$ cat src/rtl/hazard_stall_ctrl_pkg.sv
// Shared types and constants for the pipeline hazard stall/flush sequencer.
package hazard_stall_ctrl_pkg;

  typedef enum logic {
    RUN,
    HOLD
  } state_e;

  // Architectural zero register; writes to it never produce a hazard.
  localparam int unsigned REG_ZERO = 0;

  // Number of bubble cycles a detected hazard requires.
  localparam logic [1:0] NEED_NONE = 2'd0;
  localparam logic [1:0] NEED_ONE  = 2'd1;
  localparam logic [1:0] NEED_TWO  = 2'd2;

endpackage

$ cat src/rtl/sat_counter.sv
// Up-counter that sticks at all-ones instead of wrapping.
module sat_counter #(
  parameter int unsigned CNT_W = 16
) (
  input  logic             clk,
  input  logic             rst_n,
  input  logic             inc,
  output logic [CNT_W-1:0] q
);

  logic [CNT_W-1:0] cnt_d, cnt_q;

  always_comb begin
    cnt_d = cnt_q;
    if (inc && (cnt_q != '1)) begin
      cnt_d = cnt_q + CNT_W'(1);
    end
  end

  always_ff @(posedge clk or negedge rst_n) begin
    if (!rst_n) begin
      cnt_q <= '0;
    end else begin
      cnt_q <= cnt_d;
    end
  end

  assign q = cnt_q;

endmodule

$ cat src/rtl/hazard_stall_ctrl.sv
// RAW hazard detection and stall/flush sequencing for the IF/ID stage of a 5-stage pipeline.
// Only the FSM state and the two performance counters are registered.
module hazard_stall_ctrl #(
  parameter int unsigned REG_W = 5,
  parameter int unsigned CNT_W = 16
) (
  input  logic             clk,
  input  logic             rst_n,
  input  logic             forward_en,
  input  logic [REG_W-1:0] IF_ID_Regrs,
  input  logic [REG_W-1:0] IF_ID_Regrt,
  input  logic             IF_ID_Usesrt,
  input  logic [REG_W-1:0] ID_EX_Regdest,
  input  logic             ID_EX_Regwrite,
  input  logic             ID_EX_Memread,
  input  logic [REG_W-1:0] EX_MEM_Regrd,
  input  logic             EX_MEM_Regwrite,
  input  logic             branch_taken,
  output logic             pc_write,
  output logic             if_id_write,
  output logic             id_ex_bubble,
  output logic             if_id_flush,
  output logic [CNT_W-1:0] stall_cnt,
  output logic [CNT_W-1:0] flush_cnt
);

  import hazard_stall_ctrl_pkg::*;

  localparam logic [REG_W-1:0] RegZero = REG_W'(REG_ZERO);

  state_e     state_d, state_q;
  logic       match_ex, match_mem;
  logic [1:0] need;

  assign match_ex = ID_EX_Regwrite && (ID_EX_Regdest != RegZero) &&
                    ((ID_EX_Regdest == IF_ID_Regrs) ||
                     (IF_ID_Usesrt && (ID_EX_Regdest == IF_ID_Regrt)));

  assign match_mem = EX_MEM_Regwrite && (EX_MEM_Regrd != RegZero) &&
                     ((EX_MEM_Regrd == IF_ID_Regrs) ||
                      (IF_ID_Usesrt && (EX_MEM_Regrd == IF_ID_Regrt)));

  // With forwarding only a load result arrives too late; without it, WB writes before ID reads.
  always_comb begin
    need = NEED_NONE;
    if (forward_en) begin
      if (match_ex && ID_EX_Memread) begin
        need = NEED_ONE;
      end
    end else if (match_ex) begin
      need = NEED_TWO;
    end else if (match_mem) begin
      need = NEED_ONE;
    end
  end

  always_ff @(posedge clk or negedge rst_n) begin
    if (!rst_n) begin
      state_q <= RUN;
    end else begin
      state_q <= state_d;
    end
  end

  always_comb begin
    state_d = state_q;
    unique case (state_q)
      RUN:     state_d = (need == NEED_TWO) ? HOLD : RUN;
      HOLD:    state_d = RUN;
      default: state_d = RUN;
    endcase
  end

  // Stall outputs are the default; a hazard always wins over a taken branch.
  always_comb begin
    pc_write     = 1'b0;
    if_id_write  = 1'b0;
    id_ex_bubble = 1'b1;
    if_id_flush  = 1'b0;
    if (rst_n) begin
      unique case (state_q)
        RUN: begin
          if (need == NEED_NONE) begin
            pc_write     = 1'b1;
            if_id_write  = 1'b1;
            id_ex_bubble = 1'b0;
            if_id_flush  = branch_taken;
          end
        end
        HOLD:    ;
        default: ;
      endcase
    end
  end

  sat_counter #(
    .CNT_W (CNT_W)
  ) u_stall_cnt (
    .clk   (clk),
    .rst_n (rst_n),
    .inc   (id_ex_bubble && rst_n),
    .q     (stall_cnt)
  );

  sat_counter #(
    .CNT_W (CNT_W)
  ) u_flush_cnt (
    .clk   (clk),
    .rst_n (rst_n),
    .inc   (if_id_flush),
    .q     (flush_cnt)
  );

endmodule

$ cat config.mk
export PLATFORM = sky130hd
export DESIGN_NAME = hazard_stall_ctrl
export DESIGN_NICKNAME = d
export VERILOG_FILES = /design/src/rtl/hazard_stall_ctrl_pkg.sv /design/src/rtl/sat_counter.sv /design/src/rtl/hazard_stall_ctrl.sv
export SDC_FILE = /design/constraint.sdc
export NUM_CORES = 1
export LEC_CHECK = 0
export CAP_MARGIN = 10
export CORE_UTILIZATION = 60
export CTS_BUF_LIST = sky130_fd_sc_hd__clkbuf_8
export DETAILED_ROUTE_END_ITERATION = 12
export DONT_BUFFER_PORTS = 1
export HOLD_SLACK_MARGIN = 0.15
export PLACE_DENSITY = 0.76
export SETUP_SLACK_MARGIN = 0.3
export SYNTH_ARGS = -nofsm -noshare
export SYNTH_HDL_FRONTEND = slang
export SYNTH_SLANG_ARGS = --single-unit
export TNS_END_PERCENT = 30
$ cat constraint.sdc
create_clock -name clk -period 7.3 [get_ports clk]
set_clock_uncertainty 0.2 [all_clocks]
set_input_delay 1.46 -clock clk [delete_from_list [all_inputs] [get_ports clk]]
set_output_delay 1.46 -clock clk [all_outputs]
set_load 0.05 [all_outputs]
==> metrics <==
CP top delay family=buffers and inverters; Final Core Density=0.676; Pins Over Slew Limit=0; Fin. Hold Viols=0; vias post-DR=1539; Bufs on Longest Clock Path=2; Post-layout nets=237; critical path class=input port to primary output; status=finished clean; hpwl dp=2.96 mm; CTS tree=yes; post-route ant nets=0; worst-path maximum fanout=32; Synth cell types=27; Critical Path RT=5.64 ns; most used cell, CP=buf_4; CTS buffer count=5; Synth top cells by count=34 x xnor2_1, 33 x dfrtp_1, 19 x nand3_1, 18 x nand2_1, 18 x nand4_1; YS warnings=0; Hold WC Path Type=register to register; VDD IR-drop max=0.182 mV; Tot Pwr=0.514 mW; Final WS setup=1.94 ns; post-CTS setup buffers=0; fin cells=251; CTS sink cnt=33; gr ovfl total=0; routed length per instance=16.2 µm; Max stage delay on crit path=0.53 ns; period utilization=0.735; layout cells sized above 1=0.0483; Worst setup SP type=input port; number of flops mapped to enable cells by yosys=0; FF+latch count, synth=33; setup TNS=0 ns; dominant cells by area after synthesis=dfrtp_1 42%, xnor2_1 15%, xor2_1 6.2%, nand4_1 5.7%, nand3_1 4.8%; Post-Syn Area per Cell=9.54 µm²; RSZ-0062 raised after global routing=no; initial core utilization=0.638; min Tclk post-route=5.36 ns; Worst Setup End Kind=primary output; Routed WL=4.08 mm; Worst Hold Slack=0.298 ns; Via density=6.13; H-tree Lvls=2; Seq/Total Area, Yosys=0.420; max cap viols=0; Chip Height=59.2 µm; top-level I/O count=64; post-synth top area share=0.420; cells after synthesis=206; Reg clk slew, reported paths=0.06 ns; area grow syn2layout=5.92%; Diodes inserted=0; arrival time worst endpoint=3.70 ns; Core Box Area=3080 µm²; Main synth FF type=dfrtp_1; initial antenna violation count=0; cell area power density=247 nW/µm²; CP max stage cell=or4_1; placed inst area=1990 µm²; worst slew pin tran=0.634 ns; ys async rst share=1.00; Die X=59.2 µm; Reg2Reg Setup Slack=4.50 ns; setup violators final=0; Mapped Nets=236; ordered list of cells on the worst path=or4_1 > o21a_1 > a21boi_1 > a221oi_4 > buf_4 > and2_1 > buf_4 > inv_1; pin count of the biggest net entering global routing=54; Yosys top cell by area=dfrtp_1; Final GP Congestion=0.751; Worst Path Buf+Inv=3; final instance area=2080 µm²; slew margin rel.=0.577; 1st-pass router iterations=5; Die ar.=3510 µm²; leakage=0.887 nW; FMAX=186 MHz; vias in the first global route=1553; Netlist Area Pre-Place=1960 µm²; DRC=0; Placement Rows=20; clk_lat worst skew=0.28 ns; first-pass GRT wire length=6.36 mm; clk root buf=clkbuf_8; Port Buffers=0; Place WS=1.96 ns; DRT iter0 DRCs=93; top-count cell post-synth=xnor2_1; hold bufs inserted after CTS=0; cts repair resizes=0; Cells after DPL=244; total track usage=0.244
flip-flops by register name, summed over array words and instances (netlist names):
signal / flops
u_flush_cnt.q: 16
u_stall_cnt.q: 16
state_q: 1
final cells by class:
cell class	count	area, µm²
fill	264	997
clock buffer	6	82.6
tap	44	55.1
timing repair buffer	2	15.0
sequential	33	826
multi-input combinational	159	1080
clock inverter	1	3.75
inverter	6	22.5
where the power goes:
part           internal, mW  switching, mW  total, mW
logic                0.0333         0.0350     0.0683
clock network        0.0733         0.0615      0.135
registers             0.203          0.108      0.311
total                 0.309          0.204      0.514
cells in the final DEF, fill, tap and decap left out, drive strengths merged:
master	synthesis	layout
and2	2	2
dfrtp	33	33
nor3	10	10
nor4	7	7
nor2	10	10
and3	8	8
nor3b	2	2
xnor2	34	34
inv	6	7
o31a	1	1
nand3	19	19
or2	1	1
a221oi	1	1
xor2	14	14
nand4	18	18
buf	5	2
o22ai	2	2
and4	2	2
or4	2	2
ha	2	2
nand2	18	18
o21a	1	1
clkbuf	3	6
mux2	4	4
a21boi	1	1
cells by family after synthesis:
group           count (synthesis)  synth area share
flops                          33             0.420
fa+ha+maj                       2            0.0127
compound gates                  6            0.0319
mux                             4            0.0229
buf+inv                        14            0.0318
xor+xnor                       48             0.214
simple gates                   99             0.266
worst register-to-register path, cell delays in order, from the launching register on:
cell and delay [ns]:
dfrtp_1 0.69, ha_1 0.29, nand3_1 0.10, nor4_1 0.43, nand3_1 0.12, nand2_1 0.37, nor2_1 0.13, mux2_1 0.34
per-layer routing:
| metal | vias up | part of all wire | wire, µm | GRT usage |
|---|---|---|---|---|
| li1 | 731 | - | - | - |
| met1 | 741 | 0.41 | 1660 | 0.281 |
| met2 | 56 | 0.51 | 2090 | 0.406 |
| met3 | 11 | 0.064 | 260 | 0.0895 |
| met4 | 0 | 0.015 | 61 | 0.109 |
| met5 | - | 0 | 0 | 0 |
path summary, 6_finish.rpt:
check	start	endpoint	cells past startpoint
max in group asynchronous	rst_n	u_stall_cnt.q[0]	0
hold reg to reg	state_q	state_q	1
min in group asynchronous	rst_n	u_flush_cnt.q[11]	0
setup / recovery	ID_EX_Regdest[1]	id_ex_bubble	8
setup reg to reg	u_stall_cnt.q[0]	u_stall_cnt.q[1]	7
hold / removal	state_q	state_q	1
No activity file was read; power rests on OpenSTA's default activity.
